[config.mk]
export PLATFORM = sky130hd
export DESIGN_NAME = i2c_txn_arbiter
export DESIGN_NICKNAME = d
export VERILOG_FILES = /design/src/rtl/i2c_txn_arbiter.sv
export SDC_FILE = /design/constraint.sdc
export NUM_CORES = 1
export LEC_CHECK = 0
export ABC_AREA = 1
export BUFFER_PORTS_ARGS = -buffer_cell sky130_fd_sc_hd__buf_2
export CORE_ASPECT_RATIO = 0.9
export CORE_MARGIN = 2
export CORE_UTILIZATION = 50
export CTS_CLUSTER_SIZE = 12
export DETAILED_ROUTE_END_ITERATION = 6
export GPL_TIMING_DRIVEN = 0
export PLACE_DENSITY = 0.87
export SLEW_MARGIN = 20
export SYNTH_ARGS = -nofsm -noshare
export SYNTH_HDL_FRONTEND = slang
export SYNTH_SLANG_ARGS = --single-unit
[constraint.sdc]
create_clock -name scl_4x -period 4.18 [get_ports scl_4x]
set_input_delay 0.209 -clock scl_4x [delete_from_list [all_inputs] [get_ports scl_4x]]
set_output_delay 0.209 -clock scl_4x [all_outputs]
set_load 0.05 [all_outputs]
[src/rtl/i2c_txn_arbiter.sv]
// rtl/i2c_txn_arbiter.sv - two-requester I2C register transaction arbiter
//
// Arbitrates two requesters onto one shared I2C byte engine. Each granted
// request becomes a register write (START, dev+W, reg, data, STOP) or a
// register read (START, dev+W, reg, RESTART, dev+R, READ, STOP). One
// completion pulse is returned per transaction.
//
// Ports:
//   scl_4x          system clock, all logic on rising edge
//   rst             synchronous active-high reset
//   req_valid[1:0]  per-requester transaction request
//   req_ready[1:0]  one-cycle grant pulse to the accepted requester
//   req_rw[1:0]     per requester: 0 = write, 1 = read
//   req_dev[1:0]    per-requester 7-bit slave address
//   req_reg[1:0]    per-requester register address
//   req_wdata[1:0]  per-requester write byte
//   cmd_valid       command to byte engine valid (held until cmd_ready)
//   cmd_ready       engine accepts the command
//   cmd_op          000 START, 001 WRITE, 010 READ, 011 RESTART, 100 STOP
//   cmd_data        byte for WRITE, else 0
//   cmd_nack_last   READ: master NACKs the byte
//   eng_done        one-cycle pulse, accepted command finished
//   eng_nack        with eng_done: slave NACKed a WRITE
//   eng_rdata       with eng_done on READ: received byte
//   rsp_valid       one-cycle completion pulse
//   rsp_id          requester owning the response
//   rsp_nack        aborted by NACK or watchdog
//   rsp_timeout     aborted by the watchdog
//   rsp_rdata       read byte, 0 for writes and aborts
//   busy            high from grant until the completion pulse has been sent
//
// Optional feature: define I2C_ARB_TIMEOUT_EN to enable an 8-bit command
// watchdog. Without it the block waits indefinitely and rsp_timeout is 0.

module i2c_txn_arbiter (
  input  logic            scl_4x,
  input  logic            rst,
  input  logic [1:0]      req_valid,
  output logic [1:0]      req_ready,
  input  logic [1:0]      req_rw,
  input  logic [1:0][6:0] req_dev,
  input  logic [1:0][7:0] req_reg,
  input  logic [1:0][7:0] req_wdata,
  output logic            cmd_valid,
  input  logic            cmd_ready,
  output logic [2:0]      cmd_op,
  output logic [7:0]      cmd_data,
  output logic            cmd_nack_last,
  input  logic            eng_done,
  input  logic            eng_nack,
  input  logic [7:0]      eng_rdata,
  output logic            rsp_valid,
  output logic            rsp_id,
  output logic            rsp_nack,
  output logic            rsp_timeout,
  output logic [7:0]      rsp_rdata,
  output logic            busy
);

  localparam logic [2:0] OP_START   = 3'b000;
  localparam logic [2:0] OP_WRITE   = 3'b001;
  localparam logic [2:0] OP_READ    = 3'b010;
  localparam logic [2:0] OP_RESTART = 3'b011;
  localparam logic [2:0] OP_STOP    = 3'b100;

  typedef enum logic [3:0] {
    IDLE, START, DEVW, REGA, WDATA, RESTART, DEVR, RDATA, STOP, RESP
  } state_e;

  state_e     state_q;
  logic       last_q;
  logic       id_q;
  logic       rw_q;
  logic [6:0] dev_q;
  logic [7:0] reg_q;
  logic [7:0] wdata_q;
  logic [7:0] rdata_q;
  logic       nack_q;

  logic [1:0] req_ready_q;
  logic       cmd_valid_q;
  logic [2:0] cmd_op_q;
  logic [7:0] cmd_data_q;
  logic       cmd_nack_last_q;
  logic       rsp_valid_q;
  logic       rsp_id_q;
  logic       rsp_nack_q;
  logic [7:0] rsp_rdata_q;
  logic       busy_q;

`ifdef I2C_ARB_TIMEOUT_EN
  logic [7:0] wdog_q;
  logic       tmo_q;
  logic       rsp_timeout_q;
`endif

  logic       grant_valid;
  logic       grant_id;
  logic       in_cmd_state;
  logic       done_ok;
  logic       write_nack;
  logic       wdog_abort;
  state_e     step_d;
  state_e     issue_d;
  logic [2:0] nop_d;
  logic [7:0] ndata_d;
  logic       nnl_d;

  // Round-robin: on contention the requester not granted last wins.
  always_comb begin
    grant_valid = |req_valid;
    grant_id    = 1'b0;
    case (req_valid)
      2'b01:   grant_id = 1'b0;
      2'b10:   grant_id = 1'b1;
      2'b11:   grant_id = ~last_q;
      default: grant_id = 1'b0;
    endcase
  end

  // eng_done only counts once the command has been handed to the engine.
  assign in_cmd_state = (state_q != IDLE) && (state_q != RESP);
  assign done_ok      = in_cmd_state && !cmd_valid_q && eng_done;
  assign write_nack   = eng_nack && ((state_q == DEVW) || (state_q == REGA) ||
                                     (state_q == WDATA) || (state_q == DEVR));

`ifdef I2C_ARB_TIMEOUT_EN
  // The abort fires on the cycle the counter would reach 255; STOP itself
  // is never watchdogged so the bus is always released.
  assign wdog_abort = in_cmd_state && (state_q != STOP) && !done_ok &&
                      (wdog_q == 8'hFE);
`else
  assign wdog_abort = 1'b0;
`endif

  // Successor state once the current command completes.
  always_comb begin
    step_d = state_q;
    case (state_q)
      START:   step_d = DEVW;
      DEVW:    step_d = eng_nack ? STOP : REGA;
      REGA:    step_d = eng_nack ? STOP : (rw_q ? RESTART : WDATA);
      WDATA:   step_d = STOP;
      RESTART: step_d = DEVR;
      DEVR:    step_d = eng_nack ? STOP : RDATA;
      RDATA:   step_d = STOP;
      STOP:    step_d = RESP;
      default: step_d = state_q;
    endcase
  end

  assign issue_d = wdog_abort ? STOP : step_d;

  // Command fields presented on entry to issue_d.
  always_comb begin
    nop_d   = OP_START;
    ndata_d = 8'h00;
    nnl_d   = 1'b0;
    case (issue_d)
      START:   nop_d = OP_START;
      DEVW:    begin nop_d = OP_WRITE; ndata_d = {dev_q, 1'b0}; end
      REGA:    begin nop_d = OP_WRITE; ndata_d = reg_q; end
      WDATA:   begin nop_d = OP_WRITE; ndata_d = wdata_q; end
      RESTART: nop_d = OP_RESTART;
      DEVR:    begin nop_d = OP_WRITE; ndata_d = {dev_q, 1'b1}; end
      RDATA:   begin nop_d = OP_READ; nnl_d = 1'b1; end
      STOP:    nop_d = OP_STOP;
      default: nop_d = OP_START;
    endcase
  end

  always_ff @(posedge scl_4x) begin
    if (rst) begin
      state_q         <= IDLE;
      last_q          <= 1'b1;
      id_q            <= 1'b0;
      rw_q            <= 1'b0;
      dev_q           <= 7'h00;
      reg_q           <= 8'h00;
      wdata_q         <= 8'h00;
      rdata_q         <= 8'h00;
      nack_q          <= 1'b0;
      req_ready_q     <= 2'b00;
      cmd_valid_q     <= 1'b0;
      cmd_op_q        <= 3'b000;
      cmd_data_q      <= 8'h00;
      cmd_nack_last_q <= 1'b0;
      rsp_valid_q     <= 1'b0;
      rsp_id_q        <= 1'b0;
      rsp_nack_q      <= 1'b0;
      rsp_rdata_q     <= 8'h00;
      busy_q          <= 1'b0;
`ifdef I2C_ARB_TIMEOUT_EN
      wdog_q          <= 8'h00;
      tmo_q           <= 1'b0;
      rsp_timeout_q   <= 1'b0;
`endif
    end else begin
      req_ready_q <= 2'b00;
      case (state_q)
        IDLE: begin
          if (grant_valid) begin
            req_ready_q     <= grant_id ? 2'b10 : 2'b01;
            last_q          <= grant_id;
            id_q            <= grant_id;
            rw_q            <= req_rw[grant_id];
            dev_q           <= req_dev[grant_id];
            reg_q           <= req_reg[grant_id];
            wdata_q         <= req_wdata[grant_id];
            rdata_q         <= 8'h00;
            nack_q          <= 1'b0;
            busy_q          <= 1'b1;
            state_q         <= START;
            cmd_valid_q     <= 1'b1;
            cmd_op_q        <= OP_START;
            cmd_data_q      <= 8'h00;
            cmd_nack_last_q <= 1'b0;
`ifdef I2C_ARB_TIMEOUT_EN
            wdog_q          <= 8'h00;
            tmo_q           <= 1'b0;
`endif
          end
        end

        RESP: begin
          rsp_valid_q <= 1'b0;
          rsp_id_q    <= 1'b0;
          rsp_nack_q  <= 1'b0;
          rsp_rdata_q <= 8'h00;
          busy_q      <= 1'b0;
          state_q     <= IDLE;
`ifdef I2C_ARB_TIMEOUT_EN
          rsp_timeout_q <= 1'b0;
`endif
        end

        default: begin
          if (done_ok || wdog_abort) begin
            if (done_ok && write_nack) nack_q <= 1'b1;
            if (done_ok && (state_q == RDATA)) rdata_q <= eng_rdata;
            if (issue_d == RESP) begin
              rsp_valid_q <= 1'b1;
              rsp_id_q    <= id_q;
              rsp_nack_q  <= nack_q;
              rsp_rdata_q <= rdata_q;
`ifdef I2C_ARB_TIMEOUT_EN
              rsp_timeout_q <= tmo_q;
`endif
            end else begin
              cmd_valid_q     <= 1'b1;
              cmd_op_q        <= nop_d;
              cmd_data_q      <= ndata_d;
              cmd_nack_last_q <= nnl_d;
            end
`ifdef I2C_ARB_TIMEOUT_EN
            wdog_q <= 8'h00;
            if (wdog_abort) begin
              nack_q <= 1'b1;
              tmo_q  <= 1'b1;
            end
`endif
            state_q <= issue_d;
          end else begin
            if (cmd_valid_q && cmd_ready) begin
              cmd_valid_q     <= 1'b0;
              cmd_op_q        <= 3'b000;
              cmd_data_q      <= 8'h00;
              cmd_nack_last_q <= 1'b0;
            end
`ifdef I2C_ARB_TIMEOUT_EN
            if (state_q != STOP) wdog_q <= wdog_q + 8'h01;
`endif
          end
        end
      endcase
    end
  end

  assign req_ready     = req_ready_q;
  assign cmd_valid     = cmd_valid_q;
  assign cmd_op        = cmd_op_q;
  assign cmd_data      = cmd_data_q;
  assign cmd_nack_last = cmd_nack_last_q;
  assign rsp_valid     = rsp_valid_q;
  assign rsp_id        = rsp_id_q;
  assign rsp_nack      = rsp_nack_q;
  assign rsp_rdata     = rsp_rdata_q;
  assign busy          = busy_q;
`ifdef I2C_ARB_TIMEOUT_EN
  assign rsp_timeout   = rsp_timeout_q;
`else
  assign rsp_timeout   = 1'b0;
`endif

endmodule

==> results of run 1 <==
state kept, by name (all words and copies together), names as in the netlist, 2 cells and up:
name       flops
cmd_data       8
rdata_q        8
reg_q          8
rsp_rdata      8
wdata_q        8
dev_q          7
state_q        4
cmd_op         3
req_ready      2
worst reg2reg max path: stages (launching register included):
cell and delay (ns):
dfxtp_1 0.38, nor2_1 0.22, nand2_2 0.14, a21oi_4 0.31, inv_2 0.15, nor2_2 0.18, inv_2 0.11, clkbuf_1 0.25
nor2_1 0.18, nor3_1 0.06
layout make-up:
class,instances,share of cell area
Buffer,18,0.0238
Inverter,23,0.0234
Multi-Input combinational cell,310,0.395
Clock inverter,6,0.0224
Clock buffer,9,0.0336
Timing Repair Buffer,88,0.119
Tap cell,70,0.0238
Sequential cell,66,0.358
final timing paths:
| kind | start | end | slack (ns) | cells past startpoint |
|---|---|---|---|---|
| setup / recovery | state_q[1] | dev_q[2] | 2.07 | 9 |
| hold / removal | req_reg[9] | reg_q[1] | 0.13 | 3 |
| setup reg to reg | state_q[1] | dev_q[2] | 2.07 | 9 |
| hold reg to reg | rsp_rdata[1] | rsp_rdata[1] | 0.46 | 2 |
cell families after synthesis:
family                 share of synthesized area
AND/OR/NAND/NOR                            0.352
buffers and inverters                     0.0589
flip-flops                                 0.447
other                                    0.00127
AO/OA/AOI/OAI                              0.140
power by group:
part | internal (mW) | total, mW | switching, mW
Sequential | 0.756 | 0.831 | 0.0749
Clock | 0.329 | 0.564 | 0.235
Combinational | 0.259 | 0.875 | 0.616
Total | 1.34 | 2.27 | 0.926
metal layers:
| metal | wire [um] | global-route usage | vias to the layer above |
|---|---|---|---|
| li1 | - | - | 1557 |
| met1 | 3390 | 0.327 | 1455 |
| met2 | 3870 | 0.422 | 155 |
| met3 | 582 | 0.0549 | 19 |
| met4 | 198 | 0.0937 | 0 |
| met5 | 0 | 0 | - |
metrics by stage:
step	instances	power, mW
global placement	575	1.66
finish	590	2.27
CTS	590	2.26
global route	590	2.40
floorplan	417	1.47
detailed placement	575	1.69
cells in the final DEF (no fill, tap or decap), drive strengths merged, types with 3 or more instances in the layout:
cell,count
a31oi,3
clkinv,3
o21ai,24
nand3,29
nand4,4
a21oi,40
nand2,115
buf,92
dfxtp,66
clkbuf,23
nor3,23
nor2,66
inv,23
==> results.toml, run 1 <==
[status]
status = "complete, no violations"

[worst_setup_path]
cp_num_buf_inv = 3
start_kind = "flop"
crit_fanout = 10
setup.worst_path.class = "reg2reg"
cp.required_ns = 4.41
critPathTopFamily = "simple AND/OR/NAND/NOR gates"
crit_path_top_delay_cell = "dfxtp_1"
crit_chain = "nor2_1 > nand2_2 > a21oi_4 > inv_2 > nor2_2 > inv_2 > clkbuf_1 > nor2_1 > nor3_1"
end_kind = "flop"
slowest_delay_ns = 0.38
arrival_ns = 2.34

[clocking]
cts_root_buffer = "clkbuf_8"
clock_latency_ns = 0.34
clock-sinks = 66
postCtsSetupBuffers = 0
cts_hold_buffers = 0
ctsResizeCount = 0
numCtsBuffers = 9
clockBufferDepth = 2
h-tree-depth = 3
path_clk_slew_ns = 0.07
cts_tree = "done"

[floorplan]
dieArea_sq_um = 6540
die_h_um = 76.9
die_w_um = 85.0
ios = 91
num_rows = 26
initial_core_util = 0.519
core_region_area_sq_um = 5690

[run]
maxCapViolCount = 0

[global_routing]
grt_pass1_wl_um = 13400
grt_max_degree = 12
grt.total_usage = 0.255
grt_overflow = 0
grt_pass1_vias = 2931
antenna_found_initial = 0

[pwr]
cellLeakagePower_nw = 1.67
peakVddDrop_v = 0.000417
power.density_nw_per_um2 = 616

[sta]
setup_viol = 0
hold_viol_final = 0
maxSlewViolCount = 0
finalCritPeriodShare = 0.504
tightest_slew_ns = 0.850
rsz0062_at_grt = "no"
tns_ns = 0
max_freq_mhz = 474
finalCriticalPeriod_ns = 2.11
fin_skew_ns = 0.00365
hold_slack_ns = 0.131
slew_headroom = 0.429
fin_ws_ns = 2.07

[synthesis]
syn_avg_cell_area_sq_um = 7.08
synth-warning-count = 0
yosys_most_used_dff = "dfxtp_1"
syn_area_sq_um = 2950
synth-async-reset-ratio = 0
synth_top_area_frac = 0.447
synthTopCellsByArea = "dfxtp_1, nand2_1, nor2_1, a21oi_1, nand3_1"
synth-edff-count = 0
synthCells = 417
synth_area_leader_cell = "dfxtp_1"
syn-num-nets = 480
synth_commonest_cells = "nand2_1, dfxtp_1, nor2_1"
yosysUniqueCellTypes = 29
synth_seq_area_share = 0.447
synth.most_common_cell = "nand2_1"
yosys_register_bits = 66

[cells_and_area]
fillers = 500
multi_input_area_sq_um = 1460
drive_gt1_frac = 0.263
syn_to_final_growth_pct = 24.9
seq_area_sq_um = 1320
design_area_sq_um = 3690
layout.nets = 579
fin_util = 0.648
n_antenna_cell = 0

[route]
ant_nets = 0
num_vias = 3186
wl_per_cell_um = 13.6
viasPerCell = 5.40
firstDrtPassIters = 5
drc = 0
wirelength_um = 8040
drt_iter0_drc = 345

[placed_design]
dp_hpwl_um = 5990
portBuffers = 88
place_area_sq_um = 3480
place_congestion = 0.969
pre_cts_ws_ns = 2.15

[min_path]
hold_path.class = "in2reg"
No activity file was read; power rests on OpenSTA's default activity.
==> inputs of run 2 (changes only) <==
--- a/config.mk
+++ b/config.mk
@@ -5,7 +5,7 @@
 export SDC_FILE = /design/constraint.sdc
 export NUM_CORES = 1
 export LEC_CHECK = 0
-export ABC_AREA = 1
+export ABC_AREA = 0
 export BUFFER_PORTS_ARGS = -buffer_cell sky130_fd_sc_hd__buf_2
 export CORE_ASPECT_RATIO = 0.9
 export CORE_MARGIN = 2
@@ -13,7 +13,7 @@
 export CTS_CLUSTER_SIZE = 12
 export DETAILED_ROUTE_END_ITERATION = 6
 export GPL_TIMING_DRIVEN = 0
-export PLACE_DENSITY = 0.87
+export PLACE_DENSITY = 0.86
 export SLEW_MARGIN = 20
 export SYNTH_ARGS = -nofsm -noshare
 export SYNTH_HDL_FRONTEND = slang
==> constraint.sdc (replaced) <==
create_clock -name scl_4x -period 2.2 [get_ports scl_4x]
set_input_delay 0.11 -clock scl_4x [delete_from_list [all_inputs] [get_ports scl_4x]]
set_output_delay 0.11 -clock scl_4x [all_outputs]
set_load 0.05 [all_outputs]
==> results.toml, run 2 <==
[status]
status = "complete, no violations"

[clocking]
h-tree-depth = 3
numCtsBuffers = 9
path_clk_slew_ns = 0.07
clockBufferDepth = 2
cts_tree = "done"
postCtsSetupBuffers = 0
cts_hold_buffers = 0
clock_latency_ns = 0.35
clock-sinks = 66
ctsResizeCount = 0
cts_root_buffer = "clkbuf_8"

[synthesis]
synth-async-reset-ratio = 0
yosys_register_bits = 66
syn_area_sq_um = 3200
yosys_most_used_dff = "dfxtp_1"
synth_seq_area_share = 0.413
synthCells = 342
synth_commonest_cells = "dfxtp_1, nor2_1, mux2i_1"
syn-num-nets = 405
synthTopCellsByArea = "dfxtp_1, mux2i_1, nor2_1, a211oi_1, a22oi_1"
synth-edff-count = 0
yosysUniqueCellTypes = 49
synth_top_area_frac = 0.413
synth.most_common_cell = "dfxtp_1"
synth_area_leader_cell = "dfxtp_1"
syn_avg_cell_area_sq_um = 9.36
synth-warning-count = 0

[sta]
rsz0062_at_grt = "no"
setup_viol = 0
fin_ws_ns = 0.186
finalCritPeriodShare = 0.916
maxSlewViolCount = 0
finalCriticalPeriod_ns = 2.01
fin_skew_ns = 0.00626
tns_ns = 0
hold_slack_ns = 0.0101
tightest_slew_ns = 0.705
slew_headroom = 0.528
max_freq_mhz = 496
hold_viol_final = 0

[cells_and_area]
final_cell_mix = "buf_2, dfxtp_1, nor2_1"
final_common_cell = "buf_2"
final_cells = 532
syn_to_final_growth_pct = 23.4
layout.nets = 503
n_antenna_cell = 0
multi_input_area_sq_um = 1710
fillers = 531
seq_area_sq_um = 1320
drive_gt1_frac = 0.310

[min_path]
holdPathEnd = "rdata_q[1]"
hold_start = "eng_rdata[1]"
whs_path_depth = 3
hold_path.class = "in2reg"

[route]
firstDrtPassIters = 4
wl_met2_um = 4200
wl_per_cell_um = 16.0
num_vias = 2987
top_layer_used = "met4"
drc = 0
ant_nets = 0
met3_wirelength_um = 678
met1_length_um = 3430
viasPerCell = 5.61
wirelength_um = 8500
drt_iter0_drc = 235

[global_routing]
grt_pass1_wl_um = 13500
antenna_found_initial = 0
grt_pass1_vias = 2867
grt_max_degree = 12
grt_overflow = 0
grt.total_usage = 0.249

[run]
maxCapViolCount = 0

[pwr]
p_sw_frac = 0.299
peakVddDrop_v = 0.000351
p_clk_frac = 0.359
power.density_nw_per_um2 = 751
combPwrFrac = 0.192
pwr-share-seq = 0.449
p_sw_uw = 886
p_int_mw = 2.08
cellLeakagePower_nw = 1.84

[placed_design]
portBuffers = 87
dp_hpwl_um = 6180
dp_cells = 516
pre_cts_ws_ns = 0.263
place_congestion = 0.891

[worst_setup_path]
setup.worst_path.class = "reg2reg"
cp.required_ns = 2.42
start_kind = "flop"
r2r_cells = 6
crit_fanout = 10
r2r_start = "state_q[3]"
end_kind = "flop"
rr_endpoint = "rsp_rdata[3]"
arrival_ns = 2.24
r2r_setup_slack_ns = 0.19

[floorplan]
initial_core_util = 0.521
ios = 91
num_rows = 27
dieArea_sq_um = 7060
core_region_area_sq_um = 6150
die_h_um = 79.9
die_w_um = 88.4
## run 2: cell count changes in the layout (fill, tap and decap cells not counted), sizes merged, moves of 9 or more
| cell | previous run | this run |
|---|---|---|
| a211oi | 1 | 26 |
| a21oi | 40 | 14 |
| a22o | 0 | 9 |
| a22oi | 1 | 16 |
| buf | 92 | 105 |
| inv | 23 | 2 |
| mux2i | 0 | 35 |
| nand2 | 115 | 16 |
| nand3 | 29 | 0 |
| nor2b | 0 | 15 |
| nor3 | 23 | 9 |
| o21ai | 24 | 5 |
## run 2: critical path, stage by stage (launching register included)
cell      delay (ns)
dfxtp_1         0.53
nand2b_1        0.22
nor2_1          0.32
clkbuf_1        0.46
nor2b_1         0.10
mux2i_1         0.18
nor2_1          0.06
## run 2: how the worst max path moves through the flow
| stage | start | to | slack (ns) | depth (start not counted) |
|---|---|---|---|---|
| floorplan | cmd_valid | rsp_id | 0.48 | 6 |
| global placement | state_q[0] | rdata_q[5] | 0.36 | 7 |
| detailed placement | state_q[3] | rsp_rdata[3] | 0.26 | 6 |
| CTS | state_q[3] | rsp_rdata[3] | 0.23 | 6 |
| global route | state_q[3] | rsp_rdata[5] | 0.04 | 6 |
| finish | state_q[3] | rsp_rdata[3] | 0.19 | 6 |
## run 2: kinds of logic (layout without fill, tap and decap cells)
group           count (synthesis)  in the layout  synth area share
compound gates                 90             90             0.231
xor+xnor                        2              2           0.00782
buf+inv                        30            133            0.0528
flops                          66             66             0.413
mux                            35             35             0.109
other cells                     1              1           0.00117
simple gates                  118            118             0.186
## run 2: cell type report
cell class / count / area share
clock buffers: 12 / 0.0393
well taps: 87 / 0.0275
flip-flops and latches: 66 / 0.334
clock inverters: 4 / 0.0127
inverters: 2 / 0.00190
plain buffers: 28 / 0.0408
multi-input cells: 246 / 0.433
repair buffers: 87 / 0.110
## run 2: through the flow
step                utilization  instance area [sq um]  total power, mW
floorplan                     -                   3200             1.75
global placement          0.609                   3750             1.90
detailed placement        0.609                   3750             1.92
CTS                       0.643                   3950             2.96
global route              0.643                   3950             3.07
finish                    0.643                   3950             2.97
## run 2: power groups by stage
stage          combinational (mW)  sequential (mW)  clock (mW)
2_1_floorplan               0.362             1.39           0
3_3_place_gp                0.547             1.35           0
3_5_place_dp                0.563             1.36           0
4_1_cts                     0.566             1.33        1.06
5_1_grt                     0.619             1.34        1.11
6_report                    0.571             1.33        1.06
## run 2: metal layers
metal,vias to the layer above,track usage
li1,1427,-
met1,1425,0.309
met2,119,0.415
met3,16,0.0600
met4,0,0.0985
met5,-,0
==> inputs of run 3 (changes only) <==
--- a/config.mk
+++ b/config.mk
@@ -10,6 +10,7 @@
 export CORE_ASPECT_RATIO = 0.9
 export CORE_MARGIN = 2
 export CORE_UTILIZATION = 50
+export CTS_BUF_LIST = sky130_fd_sc_hd__clkbuf_8 sky130_fd_sc_hd__clkbuf_16
 export CTS_CLUSTER_SIZE = 12
 export DETAILED_ROUTE_END_ITERATION = 6
 export GPL_TIMING_DRIVEN = 0
==> results.toml, run 3 (same netlist as run 2, synthesis figures left out) <==
[status]
status = "complete, no violations"

[worst_setup_path]
end_kind = "flop"
crit_fanout = 10
slowest_delay_ns = 0.53
crit_path_top_delay_cell = "dfxtp_1"
start_kind = "flop"
crit_chain = "nand2b_1 > nor2_1 > clkbuf_1 > nor2b_1 > mux2i_1 > nor2_1"
cpMostUsedCell = "nor2_1"
setup.worst_path.class = "reg2reg"
arrival_ns = 2.25
cp.required_ns = 2.42

[sta]
hold_slack_ns = 0.00980
tns_ns = 0
rsz0062_at_grt = "no"
fin_ws_ns = 0.173
hold_viol_final = 0
setup_viol = 0
maxSlewViolCount = 0
max_freq_mhz = 493
finalCriticalPeriod_ns = 2.03
fin_skew_ns = 0.00658
finalCritPeriodShare = 0.921
tightest_slew_ns = 0.701
slew_headroom = 0.531

[clocking]
cts_root_buffer = "clkbuf_8"
clock-sinks = 66
path_clk_slew_ns = 0.07
numCtsBuffers = 9
clock_latency_ns = 0.35
clockBufferDepth = 2
ctsResizeCount = 0
postCtsSetupBuffers = 0
cts_hold_buffers = 0
h-tree-depth = 3
cts_tree = "done"

[pwr]
p_sw_uw = 885
power.density_nw_per_um2 = 749
cellLeakagePower_nw = 1.84
combPwrFrac = 0.193
pwr-share-seq = 0.449
p_int_mw = 2.08
p_sw_frac = 0.299
p_clk_frac = 0.358
peakVddDrop_v = 0.000353
power.total_mw = 2.96

[global_routing]
grt_pass1_wl_um = 13500
grt_max_degree = 12
antenna_found_initial = 0
grt.total_usage = 0.249
grt_overflow = 0
grt_pass1_vias = 2867

[cells_and_area]
layout.nets = 503
final_common_cell = "buf_2"
syn_to_final_growth_pct = 23.4
n_antenna_cell = 0
drive_gt1_frac = 0.310
fin_util = 0.643
final_cell_mix = "buf_2, dfxtp_1, nor2_1"

[placed_design]
pre_cts_ws_ns = 0.263
place_congestion = 0.891
dp_hpwl_um = 6180
portBuffers = 87

[route]
viasPerCell = 5.59
met3_wirelength_um = 529
wl_per_cell_um = 15.9
top_layer_used = "met4"
wirelength_um = 8480
drt_iter0_drc = 234
drc = 0
num_vias = 2976
firstDrtPassIters = 4
met1_length_um = 3590
wl_met2_um = 4140
ant_nets = 0

[run]
maxCapViolCount = 0

[floorplan]
ios = 91
core_region_area_sq_um = 6150
dieArea_sq_um = 7060
initial_core_util = 0.521
die_h_um = 79.9
num_rows = 27
die_w_um = 88.4

[min_path]
hold_path.class = "in2reg"
[run 3: cell count changes in the layout (fill, tap and decap cells not counted)]
cell	change
clkbuf_1	-1
inv_1	+1
[run 3: area by class of cell]
cell class,instances,area [sq um]
clock buffer,11,151
sequential,66,1320
tap,87,109
inverter,2,7.51
fill,531,2200
clock inverter,5,53.8
multi-input combinational,246,1710
buffer,28,161
timing repair buffer,87,435
[run 3: final timing paths]
path,from,endpoint,slack [ns],cells after the start
max,state_q[3],rsp_rdata[3],0.17,6
min,eng_rdata[1],rdata_q[1],0.01,3
max reg2reg,state_q[3],rsp_rdata[3],0.17,6
min reg2reg,rsp_valid,rsp_valid,0.47,2
[run 3: worst max-delay path, delay by kind of cell, from the launching register on]
family,cells,cell delay [ns]
AND/OR/NAND/NOR,4,0.71
flip-flops,1,0.53
buffers and inverters,1,0.46
multiplexers,1,0.18
[run 3: per-layer routing]
metal,vias up,GRT usage
li1,1423,-
met1,1430,0.309
met2,105,0.415
met3,18,0.0600
met4,0,0.0985
met5,-,0
[run 3: through the flow]
stage               area, sq um  cells
finish                     3950    532
global route               3950    532
CTS                        3950    532
detailed placement         3750    516
global placement           3750    516
floorplan                  3200    342
[run 3: power by group through the flow]
stage	clock, mW	sequential, mW	combinational [mW]
6_report	1.06	1.33	0.570
5_1_grt	1.10	1.34	0.619
4_1_cts	1.06	1.33	0.566
3_5_place_dp	0	1.36	0.563
3_3_place_gp	0	1.35	0.547
2_1_floorplan	0	1.39	0.362
